File: config.mk
export PLATFORM = sky130hd
export DESIGN_NAME = control_sequencer_flat
export DESIGN_NICKNAME = d
export VERILOG_FILES = /design/src/rtl/control_sequencer_if.sv /design/src/rtl/control_sequencer.sv /design/src/flat_wrapper.sv
export SDC_FILE = /design/constraint.sdc
export NUM_CORES = 1
export LEC_CHECK = 0
export CORE_UTILIZATION = 36
export DETAILED_ROUTE_END_ITERATION = 8
export PLACE_DENSITY_LB_ADDON = 0.3
export SYNTH_ARGS = -nofsm -noshare
export SYNTH_HDL_FRONTEND = slang
export SYNTH_SLANG_ARGS = --single-unit
File: constraint.sdc
create_clock -name clk -period 4.3 [get_ports clk]
set_clock_uncertainty 0.05 [all_clocks]
set_input_delay 0.86 -clock clk [delete_from_list [all_inputs] [get_ports clk]]
set_output_delay 0.86 -clock clk [all_outputs]
set_load 0.05 [all_outputs]
File: src/rtl/control_sequencer_if.sv
// Strobe bundle between the hardwired control sequencer and the Datapath.
// The sequencer is the master; the datapath (or a bench) takes the slave view.
interface control_sequencer_if;
  logic        Run;
  logic [31:0] IR;

  logic        PCout;
  logic        MARin;
  logic        IncPC;
  logic        Zin;
  logic        Zlowout;
  logic        Zhiout;
  logic        PCin;
  logic        Read;
  logic        MDRin;
  logic        MDRout;
  logic        IRin;
  logic        Yin;
  logic        HIin;
  logic        LOin;
  logic [15:0] Rout;
  logic [15:0] Rin;
  logic [4:0]  IRout;
  logic        Halted;
  logic        Illegal;
  logic [3:0]  Tstate;

  modport master (
    input  Run, IR,
    output PCout, MARin, IncPC, Zin, Zlowout, Zhiout, PCin, Read,
           MDRin, MDRout, IRin, Yin, HIin, LOin,
           Rout, Rin, IRout, Halted, Illegal, Tstate
  );

  modport slave (
    output Run, IR,
    input  PCout, MARin, IncPC, Zin, Zlowout, Zhiout, PCin, Read,
           MDRin, MDRout, IRin, Yin, HIin, LOin,
           Rout, Rin, IRout, Halted, Illegal, Tstate
  );
endinterface

File: src/rtl/control_sequencer.sv
// Hardwired Moore control unit: fetch (T0-T2) then execute (T3-T6) for
// register-register ALU instructions, one state per clock.
module control_sequencer (
  input  logic                clk,
  input  logic                Clear,
  control_sequencer_if.master bus
);

  typedef enum logic [3:0] {
    S_IDLE = 4'd0,
    S_T0   = 4'd1,
    S_T1   = 4'd2,
    S_T2   = 4'd3,
    S_T3   = 4'd4,
    S_T4   = 4'd5,
    S_T5   = 4'd6,
    S_T6   = 4'd7,
    S_HALT = 4'd15
  } state_e;

  typedef enum logic [2:0] {
    CLS_ALU,
    CLS_MULDIV,
    CLS_UNARY,
    CLS_NOP,
    CLS_HALT,
    CLS_ILLEGAL
  } op_class_e;

  localparam logic [4:0] OP_ADD  = 5'b00011;
  localparam logic [4:0] OP_SUB  = 5'b00100;
  localparam logic [4:0] OP_SHR  = 5'b00101;
  localparam logic [4:0] OP_SHL  = 5'b00110;
  localparam logic [4:0] OP_ROR  = 5'b00111;
  localparam logic [4:0] OP_ROL  = 5'b01000;
  localparam logic [4:0] OP_AND  = 5'b01001;
  localparam logic [4:0] OP_OR   = 5'b01010;
  localparam logic [4:0] OP_MUL  = 5'b01111;
  localparam logic [4:0] OP_DIV  = 5'b10000;
  localparam logic [4:0] OP_NEG  = 5'b10001;
  localparam logic [4:0] OP_NOT  = 5'b10010;
  localparam logic [4:0] OP_NOP  = 5'b11011;
  localparam logic [4:0] OP_HALT = 5'b11100;

  function automatic op_class_e classify(input logic [4:0] op);
    case (op)
      OP_ADD, OP_SUB, OP_SHR, OP_SHL,
      OP_ROR, OP_ROL, OP_AND, OP_OR:  return CLS_ALU;
      OP_MUL, OP_DIV:                 return CLS_MULDIV;
      OP_NEG, OP_NOT:                 return CLS_UNARY;
      OP_NOP:                         return CLS_NOP;
      OP_HALT:                        return CLS_HALT;
      default:                        return CLS_ILLEGAL;
    endcase
  endfunction

  function automatic logic [15:0] reg_onehot(input logic [3:0] idx);
    return 16'h0001 << idx;
  endfunction

  state_e     state_q;
  state_e     state_d;
  state_e     end_of_instr;
  logic [4:0] opcode;
  logic [3:0] ra;
  logic [3:0] rb;
  logic [3:0] rc;
  op_class_e  op_class;
  logic       unused_ir_low;

  assign opcode        = bus.IR[31:27];
  assign ra            = bus.IR[26:23];
  assign rb            = bus.IR[22:19];
  assign rc            = bus.IR[18:15];
  assign op_class      = classify(opcode);
  assign unused_ir_low = ^bus.IR[14:0];

  // Finishing an instruction chains straight into the next fetch while Run holds.
  assign end_of_instr = bus.Run ? S_T0 : S_IDLE;

  // NOTE: every output of a combinational block gets a default first so no
  // path leaves it unassigned and synthesis cannot infer a latch.
  always_comb begin
    state_d = state_q;
    case (state_q)
      S_IDLE: if (bus.Run) state_d = S_T0;
      S_T0:   state_d = S_T1;
      S_T1:   state_d = S_T2;
      S_T2:   state_d = S_T3;
      S_T3: begin
        case (op_class)
          CLS_ALU, CLS_MULDIV, CLS_UNARY: state_d = S_T4;
          CLS_HALT:                       state_d = S_HALT;
          default:                        state_d = end_of_instr;
        endcase
      end
      S_T4:   state_d = S_T5;
      S_T5:   state_d = (op_class == CLS_MULDIV) ? S_T6 : end_of_instr;
      S_T6:   state_d = end_of_instr;
      S_HALT: state_d = S_HALT;
      default: state_d = S_IDLE;
    endcase
  end

  // NOTE: state flops use non-blocking assignment so every flop samples the
  // pre-edge value of its inputs regardless of evaluation order.
  always_ff @(posedge clk or posedge Clear) begin
    if (Clear) state_q <= S_IDLE;
    else       state_q <= state_d;
  end

  // Strobes are a pure decode of the registered state, so Clear zeroes them
  // as soon as the state flop resets.
  always_comb begin
    bus.PCout   = 1'b0;
    bus.MARin   = 1'b0;
    bus.IncPC   = 1'b0;
    bus.Zin     = 1'b0;
    bus.Zlowout = 1'b0;
    bus.Zhiout  = 1'b0;
    bus.PCin    = 1'b0;
    bus.Read    = 1'b0;
    bus.MDRin   = 1'b0;
    bus.MDRout  = 1'b0;
    bus.IRin    = 1'b0;
    bus.Yin     = 1'b0;
    bus.HIin    = 1'b0;
    bus.LOin    = 1'b0;
    bus.Rout    = 16'h0000;
    bus.Rin     = 16'h0000;
    bus.IRout   = 5'b00000;
    bus.Halted  = 1'b0;
    bus.Illegal = 1'b0;

    case (state_q)
      S_T0: begin
        bus.PCout = 1'b1;
        bus.MARin = 1'b1;
        bus.IncPC = 1'b1;
        bus.Zin   = 1'b1;
      end
      S_T1: begin
        bus.Zlowout = 1'b1;
        bus.PCin    = 1'b1;
        bus.Read    = 1'b1;
        bus.MDRin   = 1'b1;
      end
      S_T2: begin
        bus.MDRout = 1'b1;
        bus.IRin   = 1'b1;
      end
      S_T3: begin
        case (op_class)
          CLS_ALU, CLS_MULDIV: begin
            bus.Rout = reg_onehot(rb);
            bus.Yin  = 1'b1;
          end
          CLS_ILLEGAL: bus.Illegal = 1'b1;
          default: ;
        endcase
      end
      S_T4: begin
        // Binary ops take the second operand from Rc; unary ops use Rb alone.
        case (op_class)
          CLS_ALU, CLS_MULDIV: begin
            bus.Rout  = reg_onehot(rc);
            bus.IRout = opcode;
            bus.Zin   = 1'b1;
          end
          CLS_UNARY: begin
            bus.Rout  = reg_onehot(rb);
            bus.IRout = opcode;
            bus.Zin   = 1'b1;
          end
          default: ;
        endcase
      end
      S_T5: begin
        bus.Zlowout = 1'b1;
        if (op_class == CLS_MULDIV) bus.LOin = 1'b1;
        else                        bus.Rin  = reg_onehot(ra);
      end
      S_T6: begin
        bus.Zhiout = 1'b1;
        bus.HIin   = 1'b1;
      end
      S_HALT: bus.Halted = 1'b1;
      default: ;
    endcase
  end

  assign bus.Tstate = state_q;

endmodule

File: src/flat_wrapper.sv
// flat-port wrapper written by rule: the top's interface ports become plain ports
module control_sequencer_flat 
  (clk, Clear, bus_Run, bus_IR, bus_PCout, bus_MARin, bus_IncPC, bus_Zin, bus_Zlowout, bus_Zhiout, bus_PCin, bus_Read, bus_MDRin, bus_MDRout, bus_IRin, bus_Yin, bus_HIin, bus_LOin, bus_Rout, bus_Rin, bus_IRout, bus_Halted, bus_Illegal, bus_Tstate);
  control_sequencer_if bus_i ();
  input  logic clk;
  input  logic Clear;
  input wire logic [$bits(bus_i.Run)-1:0] bus_Run;
  input wire logic [$bits(bus_i.IR)-1:0] bus_IR;
  output wire logic [$bits(bus_i.PCout)-1:0] bus_PCout;
  output wire logic [$bits(bus_i.MARin)-1:0] bus_MARin;
  output wire logic [$bits(bus_i.IncPC)-1:0] bus_IncPC;
  output wire logic [$bits(bus_i.Zin)-1:0] bus_Zin;
  output wire logic [$bits(bus_i.Zlowout)-1:0] bus_Zlowout;
  output wire logic [$bits(bus_i.Zhiout)-1:0] bus_Zhiout;
  output wire logic [$bits(bus_i.PCin)-1:0] bus_PCin;
  output wire logic [$bits(bus_i.Read)-1:0] bus_Read;
  output wire logic [$bits(bus_i.MDRin)-1:0] bus_MDRin;
  output wire logic [$bits(bus_i.MDRout)-1:0] bus_MDRout;
  output wire logic [$bits(bus_i.IRin)-1:0] bus_IRin;
  output wire logic [$bits(bus_i.Yin)-1:0] bus_Yin;
  output wire logic [$bits(bus_i.HIin)-1:0] bus_HIin;
  output wire logic [$bits(bus_i.LOin)-1:0] bus_LOin;
  output wire logic [$bits(bus_i.Rout)-1:0] bus_Rout;
  output wire logic [$bits(bus_i.Rin)-1:0] bus_Rin;
  output wire logic [$bits(bus_i.IRout)-1:0] bus_IRout;
  output wire logic [$bits(bus_i.Halted)-1:0] bus_Halted;
  output wire logic [$bits(bus_i.Illegal)-1:0] bus_Illegal;
  output wire logic [$bits(bus_i.Tstate)-1:0] bus_Tstate;
  assign bus_i.Run = bus_Run;
  assign bus_i.IR = bus_IR;
  assign bus_PCout = bus_i.PCout;
  assign bus_MARin = bus_i.MARin;
  assign bus_IncPC = bus_i.IncPC;
  assign bus_Zin = bus_i.Zin;
  assign bus_Zlowout = bus_i.Zlowout;
  assign bus_Zhiout = bus_i.Zhiout;
  assign bus_PCin = bus_i.PCin;
  assign bus_Read = bus_i.Read;
  assign bus_MDRin = bus_i.MDRin;
  assign bus_MDRout = bus_i.MDRout;
  assign bus_IRin = bus_i.IRin;
  assign bus_Yin = bus_i.Yin;
  assign bus_HIin = bus_i.HIin;
  assign bus_LOin = bus_i.LOin;
  assign bus_Rout = bus_i.Rout;
  assign bus_Rin = bus_i.Rin;
  assign bus_IRout = bus_i.IRout;
  assign bus_Halted = bus_i.Halted;
  assign bus_Illegal = bus_i.Illegal;
  assign bus_Tstate = bus_i.Tstate;
  control_sequencer u_core (.clk(clk), .Clear(Clear), .bus(bus_i));
endmodule
### Word level (Yosys, flattened, before mapping)

Memories as Yosys holds them, arrays and structs flattened.
Index checks and enable logic that the tools add are counted.

| storage, ports and cells | value |
|---|---|
| flip-flop bits (word level) | 4 |
| ROM bits | 96 |
| input bits | 35 |
| output and inout bits | 57 |
| logic and storage cells | 49 |
| memories | 1 |

| operators by class | value |
|---|---|
| equality and inequality tests | 13 |
| shift-type cells | 3 |
| multiplexer cells | 26 |
| reductions and logical operators | 5 |

Memory list:

| memory | words | bits a word | read ports | clocked after Yosys merged registers in | wr ports | line | text |
|---|---|---|---|---|---|---|---|
| (no name shown) | 32 | 3 | 1 | 0 | 0 | control_sequencer.sv:46 | `case (op)` |

Operators with widths:

| kind | count |
|---|---|
| 16-bit one-hot mux with 2 select lines | 2 |
| 16-bit two-way mux | 3 |
| 1-bit by 4-bit << shifter with 16-bit output (first input constant) | 3 |
| 4-bit one-hot mux with 9 select lines | 1 |
| 4-bit by 3-bit == test with 1-bit output (second input constant) | 4 |
| 1-bit two-way mux | 14 |
| 5-bit two-way mux | 2 |
| 4-bit by 2-bit == test with 1-bit output (second input constant) | 2 |
| 4-bit two-way mux | 2 |
| 4-bit one-hot mux with 2 select lines | 1 |
| 3-bit == test (second input constant) | 2 |
| 4-bit by 1-bit == test with 1-bit output (second input constant) | 1 |
| 4-bit == test (second input constant) | 1 |
| 4-bit zero test | 1 |
| 2-bit OR reduction | 2 |
| 3-bit by 1-bit == test with 1-bit output (second input constant) | 1 |
| 3-bit by 2-bit == test with 1-bit output (second input constant) | 1 |
| 3-bit zero test | 1 |
| 3-bit OR reduction | 1 |
| 2-bit inequality test (second input constant) | 1 |
| 1-bit one-hot mux with 2 select lines | 1 |

### Logic depth before layout (Yosys ltp)

An unclocked memory read counts as a cell.

| depth | value |
|---|---|
| depth after elaboration | 5 |
| gate-level depth with buffers | 8 |
| gate-level depth less buffers | 7 |

### Least setup slack after synthesis

Ideal clock, no wire load.

| path | value |
|---|---|
| path kind | input-to-output |
| start | input port bus_IR[27] |
| end | output port bus_Rout[10] |
| data arrival time | 3.601 ns |
| data required time | 3.390 ns |
| path slack | -0.211 ns |
| stages | 7 |
| path buffers | 1 |
| cells stage by stage | ha_1 -> and2_1 -> a22oi_1 -> and4_1 -> a21oi_2 -> buf_6 -> o32ai_1 |

| on the way | value |
|---|---|
| cells in the longest elaborated chain, start to end | 5 |
| elaborated cells on any way between the ends | 8 |

Ends and longest elaborated chain:

| item | line | text |
|---|---|---|
| start, declared | flat_wrapper.sv:8 | `input wire logic [$bits(bus_i.IR)-1:0] bus_IR;` |
| memory read 32 x 3 bit * | -- |  |
| 3-bit by 1-bit == test with 1-bit output / 3-bit zero test (equally long branches) | control_sequencer.sv:153, control_sequencer.sv:164 |  |
| 2-bit OR reduction | control_sequencer.sv:153, control_sequencer.sv:164 |  |
| 16-bit one-hot mux with 2 select lines / 16-bit two-way mux (equally long branches) | control_sequencer.sv:164, control_sequencer.sv:153 |  |
| 16-bit one-hot mux with 2 select lines * | control_sequencer.sv:135 | `case (state_q)` |
| end, declared | flat_wrapper.sv:23 | `output wire logic [$bits(bus_i.Rout)-1:0] bus_Rout;` |

Every way passes the cells marked *; elsewhere a longest branch is shown, timed or not.

### Worst setup path after layout

| path | value |
|---|---|
| start | input port bus_IR[30] |
| end | output port bus_Rout[7] |

Same word-level chain as after synthesis.

==> metrics.md <==
| Metric | Value |
|---|---|
| Die Ht | 57.90 um |
| Hold Path Origin | u_core.bus.Tstate[3] |
| Vias in the first global route | 1614 |
| DR vias/cell | 6.556 |
| Clock Sinks | 4 |
| Sequential share of the synthesized area | 8.899% |
| I/O pin count | 92 |
| Via count | roughly 1.8k |
| Commonest non-fill, non-tap cell in the layout | buf_12 |
| Drt initial violations | 166 |
| RD Place Congestion | 0.8878 |
| Ratio of cells with drive above 1 in the final layout | 38.52% |
| Layout Nets | 284 |
| Post-synthesis net count | 194 |
| Hold path depth | 2 |
| Setup ws final | 0.1098 ns |
| Max_cap viols | 0 |
| Yosys top cell area share | 13.24% |
| Pwr/cell area | around 310 nW/um^2 |
| Max VDD drop | roughly 0.00017 V |
| H-tree Lvls | 1 |
| Tmin final | 4.190 ns |
| Total GRT Usage | 28.62% |
| Avg WL per Cell | 21.05 um |
| Least-Margin Pin Slew | 0.6749 ns |
| Ys Warns | 0 |
| Startpoint types | primary input |
| Largest net degree at the start of global routing | 17 |
| Number of port buffers | 76 |
| Synth-to-layout area growth | 125.0% |
| Detailed Route WL | 5.790 mm |
| WS Path Type | in -> out |
| Slew Limit Fails | 0 |
| Drt first pass iters | 9 |
| Global-route wire length before repair | 7.610 mm |
| Part of the cycle the worst path needs | 97.45% |
| Synth cell types | between 40 and 50 |
| Buffer type at the clock tree root | clkbuf_4 |
| DP Wirelength | between 3 and 4 mm |
| Buf/Inv on CP | 4 |
| Cell Chain, Critical Path | clkdlybuf4s50_1, nor2b_1, o21ai_0, and4_1, a21oi_2, buf_6, o32ai_1, buf_4, buf_12 |
| Violated checks | DRC |
| Hold buffer count at CTS | 0 |
| CP Capture Type | output port |
| Hold Path Class | reg -> reg |
| Crit-path max FO | 16 |
| Cell taking the most area after synthesis | o32ai_1 |
| ANT nets after route | 0 |
| Max reg flops | 4 |
| Req. time, crit path | 3.39 ns |
| Inst Count DP | 270 |
| CP max stage delay | 0.62 ns |
| Commonest non-fill, non-tap cells in the layout | buf_12, clkdlybuf4s50_1, buf_4 |
| Overflow after GRT | 0 |
| CP top delay family | buffers and inverters |
| Finished Layout Cells | 275 |
| CP Depth | 9 |
| Fmax | 238.7 MHz |
| Antenna fix cells | 0 |
| Final setup viols | 0 |
| Clk Latency, worst-skew pair | 0.24 ns |
| CTS tree | done |
| Die area | ~3400 um^2 |
| Clk slew on worst S/H paths | roughly 0.04 ns |
| Area of the multi-input gates | roughly 1000 um^2 |
| Synth top area cells | o32ai_1, dfrtp_1, nor2_1 |
| Syn_area_per_cell | 7.210 um^2 |
| Final core utilization | 88.73% |
| #FFs+latches synth | 4 |
| Mapped Cells | about 160 |
| Hold Fails Final Rpt | 0 |
| Residual DRC | 3 |
| Worst Path Arrival | between 3 and 4 ns |
| RR Startpoint | u_core.bus.Tstate[1] |
| Row Count | 19 |
| Num CTS Buffers | 3 |
| Initial antenna violation count | 0 |
| Static leakage | just under 0.001 uW |
| Setup crit start | bus_IR[30] |
| FILL cells | 122 |
| Outcome | finished with violations |
| Longest Clk Path Bufs | 2 |
| Cells on worst reg2reg path | 4 |
| Die W | 57.90 um |
| Core Region | 2853 um^2 |
| Rel. slew slack | 54.66% |
| Critical path's slowest cell | clkdlybuf4s50_1 |
| Netlist Area Pre-Place | 1125 um^2 |
| Initial Util | between 30% and 40% |
| Register area | ~100 um^2 |
| Pre-CTS setup slack | -0.07399 ns |
cells by family (layout without fill, tap and decap cells):
family / after synthesis / in the layout / share of synthesized area, %
AOI/OAI and AO/OA: 43 / 43 / 32.59
adders and majority gates: 3 / 3 / 3.337
buffers and inverters: 25 / 113 / 12.57
DFF: 4 / 4 / 8.899
muxes: 1 / 1 / 0.8899
and+or+nand+nor: 80 / 80 / 41.71
path summary, 6_finish.rpt:
check | slack, ns | end
max | 0.11 | bus_Rout[7]
min | 0.70 | u_core.bus.Tstate[3]
max reg2reg | 2.39 | u_core.bus.Tstate[0]
min reg2reg | 0.70 | u_core.bus.Tstate[3]
max in group asynchronous | 3.30 | u_core.bus.Tstate[1]
min in group asynchronous | 0.76 | u_core.bus.Tstate[0]
Yosys cell counts (all sizes together):
master / number
nor2: 21
o32ai: 17
buf: 14
nand2: 13
inv: 11
nand2b: 9
nor3: 9
and2: 7
or2: 5
dfrtp: 4
o2111ai: 4
ha: 3
o21a: 3
o21ai: 3
a21oi: 2
a22oi: 2
a311oi: 2
a31oi: 2
nand4: 2
nand4b: 2
nor2b: 2
nor3b: 2
nor4b: 2
a2111oi: 1
a21boi: 1
a21o: 1
a221o: 1
a2bb2oi: 1
and3: 1
and4: 1
mux2i: 1
nand3: 1
nor4: 1
o211ai: 1
o221a: 1
o32a: 1
or3: 1
or4b: 1
stage by stage:
step / total power [uW] / setup TNS, ns / instance area, um^2 / hold slack (ns)
after floorplan: 527.0 / -2.577 / 1125 / 0.5761
final: 791.4 / 0 / 2531 / 0.6983
after CTS: 760.8 / -0.1099 / 2435 / 0.6791
after global routing: 823.0 / -0.1422 / 2531 / 0.7311
after global placement: 691.4 / 0 / 2367 / 0.6400
after detailed placement: 709.2 / -0.3062 / 2367 / 0.6724
tightest hold or removal path, stage by stage, from the launching register on:
cell and delay (ns):
dfrtp_1 0.50, inv_2 0.13, a21oi_1 0.07
where the power goes:
group / switching, uW / leakage (uW) / internal, uW
combinational: 416 / 0.000923 / 229
sequential: 46.5 / 0.0000509 / 52.3
clock: 16.4 / 0.0000138 / 31.3
layout make-up:
| type | count | share of cell area (%) |
|---|---|---|
| Clock buffer | 3 | 0.8898 |
| Tap cell | 31 | 1.532 |
| Timing Repair Buffer | 99 | 52.45 |
| Multi-Input combinational cell | 127 | 39.55 |
| Sequential cell | 4 | 3.955 |
| Inverter | 11 | 1.631 |
layer usage:
layer / vias up / track usage [%] / wire, um
met2: 146 / 50.25 / 2959
met5: - / 0 / 0
li1: 768 / - / -
met4: 0 / 11.56 / 221
met3: 28 / 5.357 / 438
met1: 861 / 34.15 / 2171
what timing repair did:
| action | 4_1_cts | 5_1_grt |
|---|---|---|
| endpoints found under the setup margin | 9 | 23 |
| pin swaps | 0 | 1 |
| hold endpoints to repair | 0 | 0 |
| gates resized for setup | 6 | 11 |
| buffers inserted | 0 | 2 |
Note: power is estimated with default switching activity, not from simulation.
